File: src/rtl/ones_comp_serial_sub_pkg.sv
// Shared definitions for the ones-complement bit-serial subtractor:
// controller state encoding and the default operand width.
package ones_comp_serial_sub_pkg;

  localparam int DEFAULT_WIDTH = 4;

  typedef enum logic [1:0] {
    IDLE = 2'd0,
    SUB  = 2'd1,
    WRAP = 2'd2,
    DONE = 2'd3
  } state_t;

endpackage

File: src/rtl/ones_comp_serial_sub_fa.sv
// Single-bit full adder, shared by both serial passes of the subtractor.
module ones_comp_serial_sub_fa (
  input  logic A,
  input  logic B,
  input  logic Cin,
  output logic Y,
  output logic Carry
);

  // Plain combinational sum and carry.
  always_comb begin
    Y     = A ^ B ^ Cin;
    Carry = (A & B) | (A & Cin) | (B & Cin);
  end

endmodule

File: src/rtl/ones_comp_serial_sub.sv
// Ones-complement bit-serial subtractor: Diff = A - B computed as A + ~B
// in one LSB-first pass (SUB), followed by a second pass (WRAP) that adds
// the end-around carry. Latency is fixed at 2*WIDTH+1 cycles from Start.
// Optional feature macro: ONES_COMP_OVF_EN adds the Ovf output.
//
// Handshake: Start is a request pulse honoured only when Busy=0 (IDLE);
// Valid is a one-cycle pulse, and Diff (and Ovf) stay valid and stable
// until the next accepted Start completes.
module ones_comp_serial_sub
  import ones_comp_serial_sub_pkg::*;
#(
  parameter int WIDTH = DEFAULT_WIDTH
) (
  input  logic             clk,
  input  logic             rst_n,
  input  logic             Start,
  input  logic [WIDTH-1:0] A,
  input  logic [WIDTH-1:0] B,
  output logic [WIDTH-1:0] Diff,
  output logic             Busy,
  output logic             Valid,
  output state_t           dbg_state
`ifdef ONES_COMP_OVF_EN
  ,
  output logic             Ovf
`endif
);

  localparam int CW = $clog2(WIDTH) + 1;
  localparam logic [CW-1:0] CNT_LAST = CW'(WIDTH - 1);
  localparam logic [CW-1:0] CNT_ONE  = CW'(1);

  state_t           state_q, state_d;
  logic [WIDTH-1:0] sh_q, sh_d;
  logic [WIDTH-1:0] op_q, op_d;
  logic             carry_q, carry_d;
  logic [CW-1:0]    cnt_q, cnt_d;
  logic [WIDTH-1:0] diff_q, diff_d;
  logic             busy_q, busy_d;
  logic             valid_q, valid_d;
`ifdef ONES_COMP_OVF_EN
  logic             a_msb_q, a_msb_d;
  logic             nb_msb_q, nb_msb_d;
  logic             ovf_q, ovf_d;
`endif

  logic fa_b;
  logic fa_y;
  logic fa_c;

  // One adder serves both passes; in WRAP the operand bit is forced to 0.
  ones_comp_serial_sub_fa u_fa (
    .A     (sh_q[0]),
    .B     (fa_b),
    .Cin   (carry_q),
    .Y     (fa_y),
    .Carry (fa_c)
  );

  // Next-state and datapath control for the IDLE/SUB/WRAP/DONE sequence.
  always_comb begin
    state_d = state_q;
    sh_d    = sh_q;
    op_d    = op_q;
    carry_d = carry_q;
    cnt_d   = cnt_q;
    diff_d  = diff_q;
    busy_d  = busy_q;
    valid_d = 1'b0;
    fa_b    = 1'b0;
`ifdef ONES_COMP_OVF_EN
    a_msb_d  = a_msb_q;
    nb_msb_d = nb_msb_q;
    ovf_d    = ovf_q;
`endif
    case (state_q)
      IDLE: begin
        if (Start) begin
          sh_d    = A;
          op_d    = ~B;
          carry_d = 1'b0;
          cnt_d   = '0;
          busy_d  = 1'b1;
          state_d = SUB;
`ifdef ONES_COMP_OVF_EN
          a_msb_d  = A[WIDTH-1];
          nb_msb_d = ~B[WIDTH-1];
`endif
        end
      end
      SUB: begin
        fa_b    = op_q[0];
        sh_d    = {fa_y, sh_q[WIDTH-1:1]};
        op_d    = op_q >> 1;
        carry_d = fa_c;
        cnt_d   = cnt_q + CNT_ONE;
        if (cnt_q == CNT_LAST) begin
          // carry_d now holds the end-around carry for the WRAP pass
          cnt_d   = '0;
          state_d = WRAP;
        end
      end
      WRAP: begin
        fa_b    = 1'b0;
        sh_d    = {fa_y, sh_q[WIDTH-1:1]};
        carry_d = fa_c;
        cnt_d   = cnt_q + CNT_ONE;
        if (cnt_q == CNT_LAST) begin
          cnt_d   = '0;
          state_d = DONE;
        end
      end
      DONE: begin
        // Negative zero is passed through unchanged.
        diff_d  = sh_q;
        valid_d = 1'b1;
        busy_d  = 1'b0;
        state_d = IDLE;
`ifdef ONES_COMP_OVF_EN
        ovf_d = (a_msb_q == nb_msb_q) && (sh_q[WIDTH-1] != a_msb_q);
`endif
      end
      default: state_d = IDLE;
    endcase
  end

  // State and datapath registers with synchronous active-low reset.
  always_ff @(posedge clk) begin
    if (!rst_n) begin
      state_q <= IDLE;
      sh_q    <= '0;
      op_q    <= '0;
      carry_q <= 1'b0;
      cnt_q   <= '0;
      diff_q  <= '0;
      busy_q  <= 1'b0;
      valid_q <= 1'b0;
`ifdef ONES_COMP_OVF_EN
      a_msb_q  <= 1'b0;
      nb_msb_q <= 1'b0;
      ovf_q    <= 1'b0;
`endif
    end else begin
      state_q <= state_d;
      sh_q    <= sh_d;
      op_q    <= op_d;
      carry_q <= carry_d;
      cnt_q   <= cnt_d;
      diff_q  <= diff_d;
      busy_q  <= busy_d;
      valid_q <= valid_d;
`ifdef ONES_COMP_OVF_EN
      a_msb_q  <= a_msb_d;
      nb_msb_q <= nb_msb_d;
      ovf_q    <= ovf_d;
`endif
    end
  end

  assign Diff      = diff_q;
  assign Busy      = busy_q;
  assign Valid     = valid_q;
  assign dbg_state = state_q;
`ifdef ONES_COMP_OVF_EN
  assign Ovf       = ovf_q;
`endif

endmodule

File: config.mk
export PLATFORM = sky130hd
export DESIGN_NAME = ones_comp_serial_sub
export DESIGN_NICKNAME = d
export VERILOG_FILES = /design/src/rtl/ones_comp_serial_sub_pkg.sv /design/src/rtl/ones_comp_serial_sub_fa.sv /design/src/rtl/ones_comp_serial_sub.sv
export SDC_FILE = /design/constraint.sdc
export NUM_CORES = 1
export LEC_CHECK = 0
export CAP_MARGIN = 0
export CORE_MARGIN = 2
export CORE_UTILIZATION = 57
export CTS_BUF_LIST = sky130_fd_sc_hd__clkbuf_4 sky130_fd_sc_hd__clkbuf_8
export DETAILED_ROUTE_END_ITERATION = 16
export HOLD_SLACK_MARGIN = 0.08
export PLACE_DENSITY_LB_ADDON = 0.15
export SYNTH_ARGS = -nofsm -noshare
export SYNTH_HDL_FRONTEND = slang
export SYNTH_SLANG_ARGS = --single-unit
File: constraint.sdc
create_clock -name clk -period 3 [get_ports clk]
set_clock_uncertainty 0.1 [all_clocks]
set_input_delay 0.75 -clock clk [delete_from_list [all_inputs] [get_ports clk]]
set_output_delay 0.75 -clock clk [all_outputs]
set_load 0.01 [all_outputs]
==> impl.org, run 1 <==
** Global route
- Antenna violations before repair :: 0
- Leftover overflow at the end of global routing :: 0
- The number of global-route vias before repair was roughly 700.
- Wire length of the first global-routing pass :: between 3000 and 4000 µm
- All-layer global routing usage :: between 20% and 30%
- Entering global routing, the biggest net connects 17 pins.

** Power and ir drop
- Power per standard cell area :: just over 900 mW/mm²
- IR analysis of the VDD net gives a maximum drop of ~0.00059 V.
- Static leakage :: slightly below 0.5 nW

** Die
- Measured along the x axis, the die boundary spans around 46 µm.
- Starting density of the core :: 59.0%
- DIE HEIGHT :: 45.8 µm
- Row count :: 15
- Die outline area :: 0.00210 mm²
- The total area inside the core boundary comes to between 0.0015 and 0.002 mm².
- Count of pins on the block boundary :: 19

** Setup path
- For the worst setup path, the data required time is between 2000 and 2500 ps.
- Data arrives at the worst endpoint at 1280 ps.
- Critical path's slowest cell :: clkdlybuf4s50_1
- CP Launch Type :: flop
- The critical path goes through clkdlybuf4s50_1.
- On the worst path, the slowest cell contributes a delay of between 500 and 600 ps.
- Broken down by cell family, the worst path's largest delay share belongs to buffers and inverters.
- In this run the critical register-to-register path is launched from dbg_state[1].
- Together, buffers and inverters on the worst path number 1.
- The most critical setup path has its startpoint at dbg_state[0].
- Sort of element at the end of the critical path :: primary output
- The worst setup path is of the flop to primary output kind.
- Along the worst path, the maximum fanout reaches 5.

** Logic synthesis
- Post-synth top area cell :: dfxtp_1
- The cell count after synthesis came out at slightly above 100.
- Of the total synthesized cell area, the portion taken by XOR and XNOR cells is 0%.
- Top cells by area, synth :: dfxtp_1, mux2i_1, ha_1, a211oi_2, nor2_1
- Cell with the most instances after synthesis :: dfxtp_1
- Number of flops mapped to enable cells by yosys :: 0
- Mean instance size in the synthesized netlist :: around 9.7 µm²
- Proportion of synthesized chip area in sequential cells :: between 40 and 50%
- The cell area that synthesis handed to floorplanning was 996 µm².
- Yosys mapped the design onto 26 distinct sky130hd cell types.
- The synthesized netlist devotes 15.1% of its cell area to compound gates.
- Main combinational cell family by area after synthesis :: simple AND/OR/NAND/NOR gates
- In the synthesized netlist, the cells that appear most often are dfxtp_1, nor2_1, mux2i_1, nand2_1, a21oi_1.
- Number of warnings printed during yosys synthesis :: 0
- After Yosys synthesis, and, or, nand and nor cells account for between 15 and 20% of the synthesized area.
- Number of flip-flops and latches in the synthesized netlist :: 20
- For this run, the leading register cell type out of synthesis is dfxtp_1.
- Post-Synthesis Net Count :: 120
- Multiplexer cells account for between 10 and 15% of the synthesized area.
- Of all flip-flops after synthesis, the portion carrying an async set or reset was 0%.
- The synthesized netlist devotes 8.29% of its cell area to adder and majority cells.
- Area share of the leading cell type in the synthesized netlist :: between 40 and 50%

** Detailed routing
- Routed wirelength normalized by instance count :: about 13 µm
- The first TritonRoute pass finished after 4 iterations.
- After detailed routing, the number of remaining DRC violations is 0.
- In the routed layout, each cell is associated on average with a via count of between 5 and 6.
- Total wire length :: 1770 µm
- For this block, the initial DRC count from the detailed router was 8.
- The count of nets left with antenna violations once routing finished came out at 0.
- Total number of vias :: between 700 and 800

** Clock tree
- Buffers added to address setup during post-CTS repair amount to 0.
- CTS built an H-tree with a depth of 1.
- Clock slew at reported path FFs :: between 100 and 150 ps
- # resized after CTS :: 0
- Clock tree synthesis selected as its root buffer the cell clkbuf_4.
- TritonCTS clock tree :: built
- Quantity of hold-fixing buffers added after cts :: 0
- Maximum clock path buffer count :: 2
- Number of clock buffers inserted by TritonCTS :: 3
- CTS saw 20 sinks.
- Later-pin clock latency in the skew report :: about 300 ps

** Outcome
- The flow ran to the end, and the final reports show no timing, DRC or antenna violations.

** STA
- Setup repair after global routing left no endpoint under its margin.
- Worst Tran Pin Value :: roughly 550 ps
- Headroom to the max-slew limit came out at a little over three fifths.
- Sum Neg Setup Slack :: 0 ps
- Hold Violations, Final :: 0
- Of the available clock period, the critical path in the final layout requires a little under three quarters.
- Number of setup violations in the final report :: 0
- Highest clock rate :: around 470 MHz
- Max-slew violation count :: 0
- Final Critical Period :: between 2000 and 2500 ps

** Layout
- Proportion of layout cells with a drive suffix above 1 :: 11.8%
- Compared with the post-synthesis result, the final layout area differs by 20.9%.
- Design area :: approximately 0.0012 mm²
- Number of antenna repair diodes :: 0
- Total number of nets in the final design :: about 140
- Non-filler instance count after layout :: around 140

** Place
- Including well taps, the total number of placed cells is around 130.
- GPL Wtd Cong :: between 0.7 and 0.8
- During placement, the flow inserted port buffers numbering 18.
- Detailed placement finished with a half-perimeter wire length of about 1300 µm.
- Standard cell area after detailed placement :: 0.00115 mm²

** Job
- The tool flagged a number of max-cap violations equal to 0.

** Hold path
- The worst hold path begins at cnt_q[2].
- The min-delay analysis places its worst path in the category flop to flop.
[state kept, by name, indices dropped and copies added (netlist names)]
name / flops
Busy: 1
Diff: 4
Valid: 1
carry_q: 1
cnt_q: 3
dbg_state: 2
op_q: 4
sh_q: 4
[layout make-up]
cell class	instances	area [µm²]
multi-input combinational	74	538
fill	130	485
sequential	20	400
timing repair buffer	18	180
clock inverter	1	30.0
clock buffer	3	22.5
tap	17	21.3
inverter	3	11.3
[kinds of logic (layout without fill, tap and decap cells)]
logic type,count (synthesis),count (layout)
AOI/OAI and AO/OA,20,20
and+or+nand+nor,35,35
DFF,20,20
adders and majority gates,6,6
muxes,13,13
buffers and inverters,9,25
[worst paths after layout]
path,endpoint,slack [ps],cells after the start
worst max-delay path,dbg_state[0],870,1
worst min-delay path,cnt_q[2],340,2
worst max register to register,sh_q[3],1030,6
worst min register to register,cnt_q[2],340,2
[worst reg2reg max path: stages, from the launching register on]
cell      delay [ps]
dfxtp_1          420
inv_1             80
ha_1             300
and2_1           220
fa_1             490
mux2i_1           80
a211oi_2         210
[power breakdown]
group          internal [W]  switching [W]
clock network      0.000135      0.0000801
logic              0.000250       0.000267
registers          0.000334      0.0000601
total              0.000719       0.000407
[cell usage in the layout (no fill, tap or decap), types with 2 or more instances in the layout]
| master | instances |
|---|---|
| ha_1 | 5 |
| nand2b_1 | 2 |
| a211oi_2 | 4 |
| clkdlybuf4s50_1 | 18 |
| o21ai_0 | 3 |
| a2bb2oi_1 | 2 |
| nor2_1 | 12 |
| inv_1 | 3 |
| clkbuf_4 | 3 |
| mux2i_1 | 11 |
| a21oi_1 | 8 |
| dfxtp_1 | 20 |
| and2_1 | 5 |
| nand2_1 | 9 |
| nor2_2 | 3 |
[metal layers]
metal  vias up  routed length (µm)  global-route usage, %
met3         2                  76                   4.76
met2        19                 858                   33.5
met4         0                  14                   7.43
met5         -                   0                      0
li1        385                   -                      -
met1       352                 816                   26.0
[stage by stage]
| stage | setup slack, ps | util, % | total power, W | hold WS, ps |
|---|---|---|---|---|
| after floorplan | 1100 | - | 0.000846 | 307 |
| after global placement | 947 | 68.1 | 0.000902 | 324 |
| after detailed placement | 907 | 68.1 | 0.000919 | 329 |
| after CTS | 850 | 71.3 | 0.00114 | 346 |
| after global routing | 795 | 71.3 | 0.00122 | 375 |
| final | 869 | 71.3 | 0.00113 | 342 |
No activity file was read; power rests on OpenSTA's default activity.
==> run 2: changes to the inputs <==
--- a/config.mk
+++ b/config.mk
@@ -7,7 +7,7 @@
 export LEC_CHECK = 0
 export CAP_MARGIN = 0
 export CORE_MARGIN = 2
-export CORE_UTILIZATION = 57
+export CORE_UTILIZATION = 47
 export CTS_BUF_LIST = sky130_fd_sc_hd__clkbuf_4 sky130_fd_sc_hd__clkbuf_8
 export DETAILED_ROUTE_END_ITERATION = 16
 export HOLD_SLACK_MARGIN = 0.08
==> constraint.sdc (replaced) <==
create_clock -name clk -period 1.91 [get_ports clk]
set_clock_uncertainty 0.1 [all_clocks]
set_input_delay 0.4775 -clock clk [delete_from_list [all_inputs] [get_ports clk]]
set_output_delay 0.4775 -clock clk [all_outputs]
set_load 0.01 [all_outputs]
==> run 2 against run 1 <==
Effect of this change: via count rose by 3.0%; first-iteration DRC count rose by 88%; register-to-register slack got worse by 870 ps; setup slack got worse by 770 ps; combinational power rose by 71%; count of clock-buffer cells in the layout did not move; critical endpoint is now Busy; highest routed layer unchanged.
==> impl.org, run 2 (synthesis results as in run 1) <==
** Place
- The total of buffers placed on input and output ports is 18 (unchanged).
- The final RePlAce weighted congestion is 0.790 (was 0.776).
- The detailed-placement wirelength estimate was 1340 µm (was 1310 µm).
- Pre-CTS setup slack :: 119 ps (was 907 ps)

** Power and ir drop
- Worst IR drop on VDD :: 0.000763 V (was 0.000585 V)
- The power per unit of standard cell area is 1360 mW/mm² (was 935 mW/mm²).
- The total leakage power came to 0.517 nW (was 0.484 nW).

** STA
- Final period util :: around 95%
- The headroom to the max-slew limit was 76.9% (was 63.3%).
- Static timing analysis puts the maximum clock frequency at around 550 MHz.
- Worst path setup slack after routing :: 104 ps (was 869 ps)
- Sum Neg Setup Slack :: 0 ps (unchanged)
- Worst Tran Pin Value :: 337 ps (was 550 ps)
- RSZ-0062 raised after global routing :: no (unchanged)
- The max-slew violation count came to 0 (unchanged).
- The final-report setup violation count came to 0 (unchanged).
- The routed design could run at a clock period as short as approximately 1800 ps.
- Hold Violations, Final :: 0 (unchanged)

** Clock tree
- Clock slew at reported path FFs :: 110 ps (about the same)
- CTS HTree Levels :: 1 (unchanged)
- The maximum clock insertion buffer count is 2 (unchanged).
- The total clock buffers created by CTS was 3 (unchanged).
- Later-pin clock latency in the skew report :: 300 ps (about the same)
- The number of clock sinks seen by CTS was 20 (unchanged).
- TritonCTS clock tree :: built (unchanged)
- Clock tree root buffer cell :: clkbuf_4 (unchanged)
- Quantity of hold-fixing buffers added after cts :: 0 (unchanged)

** Die
- Die outline area :: 0.00250 mm² (was 0.00210 mm²)
- Core ar. :: 0.00198 mm² (was 0.00169 mm²)
- Starting density of the core :: 50.3% (was 59.0%)
- The width of the die was 50.0 µm (was 45.8 µm).
- DIE HEIGHT :: 50.0 µm (was 45.8 µm)
- Row count :: 16 (was 15)
- The number of ports placed on the die boundary came to 19 (unchanged).

** Hold path
- The path type of the worst min-delay path is flop to flop (unchanged).

** Detailed routing
- Highest metal layer with signal wires :: met4 (unchanged)
- Routed wirelength normalized by instance count :: 12.3 µm (was 13.0 µm)
- The met3 wire length is 65 µm (was 76 µm).
- The detailed-route via count was 781 (was 758).
- The detailed-routing wirelength on met1 came to 891 µm (was 816 µm).
- Iteration count of the initial detailed-routing pass :: 4 (unchanged)
- The DRC violation count after routing is 0 (unchanged).
- The number of nets with antenna violations after detailed routing came to 0 (unchanged).
- The detailed-route vias per instance was 5.21 (was 5.57).
- Total wire length :: 1840 µm (was 1770 µm)
- The starting DRC count in detailed routing came to 15 (was 8).
- The wire length on met2 is 872 µm (was 858 µm).

** Setup path
- CP Launch Type :: flop (unchanged)
- The endpoint kind of the worst setup timing path is a primary output (unchanged).
- CP required :: 1330 ps (was 2150 ps)
- Total buffers and inverters traversed by the critical path :: 1 (unchanged)
- The highest fanout seen on the critical path came to 3 (was 5).
- Critical path's slowest cell :: clkdlybuf4s50_1 (unchanged)
- Cell-by-cell listing of the critical path :: clkdlybuf4s50_1 (unchanged)
- The arrival time at the worst endpoint is 1230 ps (was 1280 ps).
- Highest cell delay on the worst timing path :: 550 ps (was 560 ps)
- The startpoint-to-endpoint class of the critical path is flop to primary output (unchanged).
- Top delay family on crit path :: buffers and inverters (unchanged)

** Layout
- Total number of nets in the final design :: 142 (was 137)
- The layout cell share with drive strength beyond 1 came to 15.4% (was 11.8%).
- Most frequent cells in the layout :: dfxtp_1, clkdlybuf4s50_1, nor2_1 (unchanged)
- The count of antenna diodes in the layout came to 0 (unchanged).
- Area growth, synth to finish :: 24.5% (was 20.9%)
- Most common cell after layout, fill and taps aside :: dfxtp_1 (unchanged)

** Global route
- Leftover overflow at the end of global routing :: 0 (unchanged)
- The first-pass GRT wire length is 3420 µm (was 3040 µm).
- Antenna violations before repair :: 0 (unchanged)
- All-layer global routing usage :: 18.0% (was 20.4%)
- Largest net degree at the start of global routing :: 17 (unchanged)
- Number of global-route vias before repair :: 759 (was 715)

** Job
- # Max-Cap Violations :: 0 (unchanged)

** Outcome
- Status: complete, no violations (unchanged).
-- run 2: power by group --
| group | internal, W | switching, W | leakage (nW) | total (W) |
|---|---|---|---|---|
| logic | 0.000437 | 0.000445 | 0.339 | 0.000882 |
| registers | 0.000527 | 0.0000800 | 0.164 | 0.000607 |
| clock network | 0.0000734 | 0.000123 | 0.0138 | 0.000196 |
| total | 0.00104 | 0.000648 | 0.517 | 0.00169 |
-- run 2: repair_timing --
| item | 4_1_cts | 5_1_grt |
|---|---|---|
| hold endpoints to repair | 0 | 0 |
| setup endpoints to repair | 0 | 2 |
| setup buffers | 0 | 0 |
| resized for setup | 0 | 2 |
-- run 2: area by class of cell --
type / count / area [µm²]
Clock buffer: 3 / 22.5
Inverter: 3 / 11.3
Multi-Input combinational cell: 74 / 538
Sequential cell: 20 / 402
Timing Repair Buffer: 23 / 233
Tap cell: 27 / 33.8
Fill cell: 167 / 742
-- run 2: final timing paths --
check | from | endpoint | slack [ps] | depth (start not counted)
max | Busy | Busy | 100 | 1
min | cnt_q[2] | cnt_q[2] | 340 | 2
max reg2reg | dbg_state[1] | sh_q[3] | 160 | 6
min reg2reg | cnt_q[2] | cnt_q[2] | 340 | 2
-- run 2: metal layers --
metal	up-vias	GRT usage, %
li1	394	-
met1	367	23.1
met2	18	29.4
met3	2	3.64
met4	0	6.94
met5	-	0
-- run 2: per-stage QoR --
| step | power (W) | utilization [%] | std cells | cell area (µm²) | hold slack [ps] |
|---|---|---|---|---|---|
| floorplan | 0.00133 | - | 103 | 996 | 307 |
| global placement | 0.00148 | 61.2 | 147 | 1210 | 324 |
| detailed placement | 0.00150 | 61.2 | 147 | 1210 | 325 |
| CTS | 0.00170 | 62.4 | 150 | 1240 | 342 |
| global route | 0.00183 | 62.6 | 150 | 1240 | 366 |
| finish | 0.00169 | 62.6 | 150 | 1240 | 337 |
